## src/rtl/vga_mux_pkg.sv

```systemverilog
// vga_mux_pkg: shared slot constants, scan state encoding and frame layout helper for the VGA path
package vga_mux_pkg;
  localparam int NUM_SLOTS = 4;
  localparam int SEL_W = 2;
  typedef enum logic {IDLE, SCAN} state_t;
  function automatic int slot_offset(input int slot, input int digit_w);
    return slot * 2 * digit_w;
  endfunction
endpackage

```

## src/rtl/settle_timer.sv

```systemverilog
// settle_timer: reloading down-counter that strobes done on the last of SETTLE_CYCLES enabled cycles
module settle_timer #(
  parameter int SETTLE_CYCLES = 2
) (
  input  logic clk,
  input  logic rst,
  input  logic load,
  input  logic en,
  output logic done
);
  localparam logic [7:0] TOP = 8'(SETTLE_CYCLES - 1);
  logic [7:0] cnt;
  always_ff @(posedge clk)
    if (rst || load) cnt <= TOP;
    else if (en) cnt <= cnt == 8'd0 ? TOP : cnt - 8'd1;
  assign done = en && !load && cnt == 8'd0;
endmodule

```

## src/rtl/mux_scan_reader.sv

```systemverilog
// mux_scan_reader: scans the four datamux slots and publishes them as one atomic frame with valid/changed pulses
module mux_scan_reader
  import vga_mux_pkg::*;
#(
  parameter int SETTLE_CYCLES = 2,
  parameter int DIGIT_W = 4
) (
  input  logic                 CLK,
  input  logic                 RST,
  input  logic                 START,
  input  logic                 CONTINUOUS,
  output logic [SEL_W-1:0]     SEL,
  input  logic [DIGIT_W-1:0]   D_OUT1,
  input  logic [DIGIT_W-1:0]   D_OUT0,
  output logic                 BUSY,
  output logic [8*DIGIT_W-1:0] FRAME,
  output logic                 FRAME_VALID,
  output logic                 FRAME_CHANGED
);
  localparam int SLOT_W = 2 * DIGIT_W;
  state_t state, nxt;
  logic done, last;
  logic [SLOT_W-1:0] shadow [NUM_SLOTS];
  logic [8*DIGIT_W-1:0] next_frame;
  settle_timer #(.SETTLE_CYCLES(SETTLE_CYCLES)) u_timer (
    .clk (CLK),
    .rst (RST),
    .load(state == IDLE),
    .en  (state == SCAN),
    .done(done)
  );
  assign last = done && SEL == SEL_W'(NUM_SLOTS - 1);
  assign BUSY = state != IDLE;
  always_ff @(posedge CLK) state <= RST ? IDLE : nxt;
  always_comb nxt = state == IDLE ? (START ? SCAN : IDLE) : (last && !CONTINUOUS ? IDLE : SCAN);
  always_comb begin
    next_frame = '0;
    for (int i = 0; i < NUM_SLOTS; i++)
      next_frame[slot_offset(i, DIGIT_W) +: SLOT_W] = i == NUM_SLOTS - 1 ? {D_OUT1, D_OUT0} : shadow[i];
  end
  always_ff @(posedge CLK)
    if (RST) begin
      SEL <= '0;
      FRAME <= '0;
      FRAME_VALID <= 1'b0;
      FRAME_CHANGED <= 1'b0;
      for (int i = 0; i < NUM_SLOTS; i++) shadow[i] <= '0;
    end else begin
      SEL <= state == IDLE ? '0 : done ? SEL + SEL_W'(1) : SEL;
      if (done) shadow[SEL] <= {D_OUT1, D_OUT0};
      if (last) FRAME <= next_frame;
      FRAME_VALID <= last;
      FRAME_CHANGED <= last && next_frame != FRAME;
    end
endmodule
```

## config.mk

```make
export PLATFORM = sky130hd
export DESIGN_NAME = mux_scan_reader
export DESIGN_NICKNAME = d
export VERILOG_FILES = /design/src/rtl/vga_mux_pkg.sv /design/src/rtl/settle_timer.sv /design/src/rtl/mux_scan_reader.sv
export SDC_FILE = /design/constraint.sdc
export NUM_CORES = 1
export LEC_CHECK = 0
export ABC_CLOCK_PERIOD_IN_PS = 4100
export BUFFER_PORTS_ARGS = -buffer_cell sky130_fd_sc_hd__buf_2
export CORE_MARGIN = 1.5
export CORE_UTILIZATION = 62
export CTS_BUF_LIST = sky130_fd_sc_hd__clkbuf_8
export CTS_CLUSTER_DIAMETER = 50
export CTS_CLUSTER_SIZE = 30
export DETAILED_ROUTE_END_ITERATION = 16
export PLACE_DENSITY = 0.95
export SYNTH_ARGS = -nofsm -noshare
export SYNTH_HDL_FRONTEND = slang
export SYNTH_SLANG_ARGS = --single-unit
```

## constraint.sdc

```tcl
create_clock -name CLK -period 4.1 [get_ports CLK]
set_input_delay 0.205 -clock CLK [delete_from_list [all_inputs] [get_ports CLK]]
set_output_delay 0.205 -clock CLK [all_outputs]
set_load 0.02 [all_outputs]
```

==> flow_summary.ini <==
[sta]
fin_crit_sh_pct = 58.3
rsz0062_at_grt = false
tns_ns = 0
setup_viol = 0
worst_pin_slew_ns = 1.14
hold_viol_final = 0
holdWs_ns = 0.132
worst_clock_skew_ns = 0.00896
slew_headroom_pct = 23.8
final.min_clock_period_ns = 2.39
max_freq_ghz = 0.418
slew_viol_final = 0

[synth]
synth_ff_type = dfxtp_1
yosysSeqAreaShare_pct = 54.5
ys_seq_elements = 69
synth_cells = 294
syn_area_um2 = 2980
yosysWarnings = 0
synth_area_per_cell_um2 = 10.1
syn_nets = 309
ys_types = 29
synth-edff-count = 24
synth-async-reset-ratio_pct = 0

[layout]
drive_gt1_share_pct = 20.5
fin_util_pct = 72.4
fillCellCount = 326
areaGrowthSynthToFinish_pct = 13.4
diodes = 0
nets = 356

[clock_tree]
clk_pin_slew_ns = 0.07
root_buffer = clkbuf_8
htreeDepth = 3
postCtsSetupBuffers = 0
cts_made_buffers = 9
clock-sinks = 69
cts_buffer_depth = 2
cts_tree = done
clk-insertion-delay-late_ns = 0.34
holdBufCountCts = 0
post_cts_resized = 0

[route]
wirelength_mm = 6.22
avgRoutedWirePerCell_um = 15.6
vias = 2222
first_iter_violations = 201
via_per_inst = 5.56
first_pass_iters = 5
remaining_drc_errors = 0
detail-route-antenna-nets = 0

[floorplanning]
die_x_um = 72.3
die_y_um = 72.3
rows = 25
io_pins = 49
die_area_um2 = 5220
coreArea_um2 = 4660
start_util_pct = 63.8

[placement]
portBuffers = 48
dpl.hpwl_mm = 4.28
place.gp.congestion = 0.767

[power_and_ir_drop]
power_density_nw_per_um2 = 370
max-vdd-ir-drop_mv = 0.214
p_leak_uw = 0.00126

[global_routing]
gr-usage-all-layers_pct = 25.5
grt_antenna_before_repair = 0
first_global_vias = 2042
grt.overflow.total = 0
grt_pass1_wl_mm = 9.92
grt_max_degree = 39

[worst_setup_path]
cp.required_ns = 4.36
cp_max_fo = 34
r2r_slack_ns = 1.71
crit_type = flip-flop to flip-flop
endpoint_kind = flip-flop
start_kind = flip-flop
rr_startpoint = u_timer.cnt[0]
startpoint = u_timer.cnt[0]
cp.arrival_ns = 2.65

[run_status]
outcome = finished, final reports clean

[min_path]
hold_start = START
hold_class = input pin to flip-flop

[flow_run]
cap_violations = 0
-- power by group --
| group | switching, uW | internal (uW) | total, uW |
|---|---|---|---|
| combinational | 36.7 | 22.2 | 58.9 |
| sequential | 9.58 | 718 | 727 |
| clock | 236 | 225 | 461 |
-- stage by stage --
stage | setup WS [ns] | total power (uW) | std cells | cell area [um2]
final | 1.71 | 1250 | 400 | 3370
after global routing | 1.52 | 1280 | 400 | 3370
after CTS | 1.73 | 1250 | 400 | 3370
after detailed placement | 1.75 | 801 | 384 | 3210
after global placement | 1.89 | 799 | 384 | 3210
after floorplan | 2.24 | 779 | 294 | 2980
-- flip-flops by register name (all words and copies together), names as in the netlist --
register,count
FRAME_VALID,1
shadow,24
FRAME,32
FRAME_CHANGED,1
u_timer.cnt,8
SEL,2
BUSY,1
-- placed cells by master, fill, tap and decap left out, drive strengths merged --
cell type and count:
a21boi 1, a21oi 33, and2 24, and4 1, buf 48, clkbuf 10
clkinv 2, dfxtp 45, edfxtp 24, ha 3, inv 7, nand2 68
nand2b 1, nand3 3, nand4 9, nor2 13, nor3 2, nor3b 1
nor4 5, nor4b 2, or2 4, or2b 1, xnor2 35, xor2 4
-- layer usage --
| metal | global-route usage [%] | vias up | wire length, um |
|---|---|---|---|
| met5 | 0 | - | 0 |
| met4 | 9.85 | 0 | 133 |
| met3 | 7.22 | 11 | 454 |
| li1 | - | 1074 | - |
| met2 | 41.2 | 99 | 3060 |
| met1 | 32.7 | 1038 | 2570 |
-- logic make-up after synthesis --
kind of cell    after synthesis  share of synthesized area [%]
simple gates                134                           24.1
flops                        69                           54.5
compound gates               34                           5.80
xor+xnor                     39                           11.5
buf+inv                      15                           2.82
fa+ha+maj                     3                           1.26
-- layout make-up --
type / count / area, um2 / area share (%)
flip-flops and latches: 69 / 1620 / 48.1
multi-input cells: 210 / 1270 / 37.6
repair buffers: 48 / 240 / 7.12
clock buffers: 10 / 138 / 4.08
well taps: 54 / 67.6 / 2.00
clock inverters: 6 / 25.0 / 0.742
inverters: 3 / 11.3 / 0.334
-- cell usage after synthesis (2+ instances only) --
cell | n | area (um2)
xnor2_1 | 35 | 307
ha_1 | 3 | 37.5
edfxtp_1 | 24 | 721
nand3_1 | 3 | 15.0
a21oi_1 | 33 | 165
nand4_1 | 8 | 50.1
nor3_1 | 2 | 10.0
or2_2 | 4 | 25.0
dfxtp_1 | 45 | 901
nor4_4 | 3 | 63.8
inv_1 | 3 | 11.3
buf_6 | 3 | 33.8
nand2_1 | 67 | 251
nor4_1 | 2 | 12.5
nor2_1 | 13 | 48.8
clkbuf_1 | 7 | 26.3
xor2_1 | 4 | 35.0
and2_1 | 24 | 150
-- critical path, cell delays in order (launching register included) --
cell and delay (ns):
dfxtp_1 0.31, inv_1 0.09, ha_1 0.14, nor3b_2 0.36, nand4_2 0.77, nor2_1 0.41, a21boi_0 0.22
-- path summary, 6_finish.rpt --
check / endpoint / cells past startpoint
setup / recovery: FRAME_CHANGED / 6
setup reg to reg: FRAME_CHANGED / 6
hold / removal: BUSY / 3
hold reg to reg: FRAME[18] / 2
Note: power is estimated with default switching activity, not from simulation.
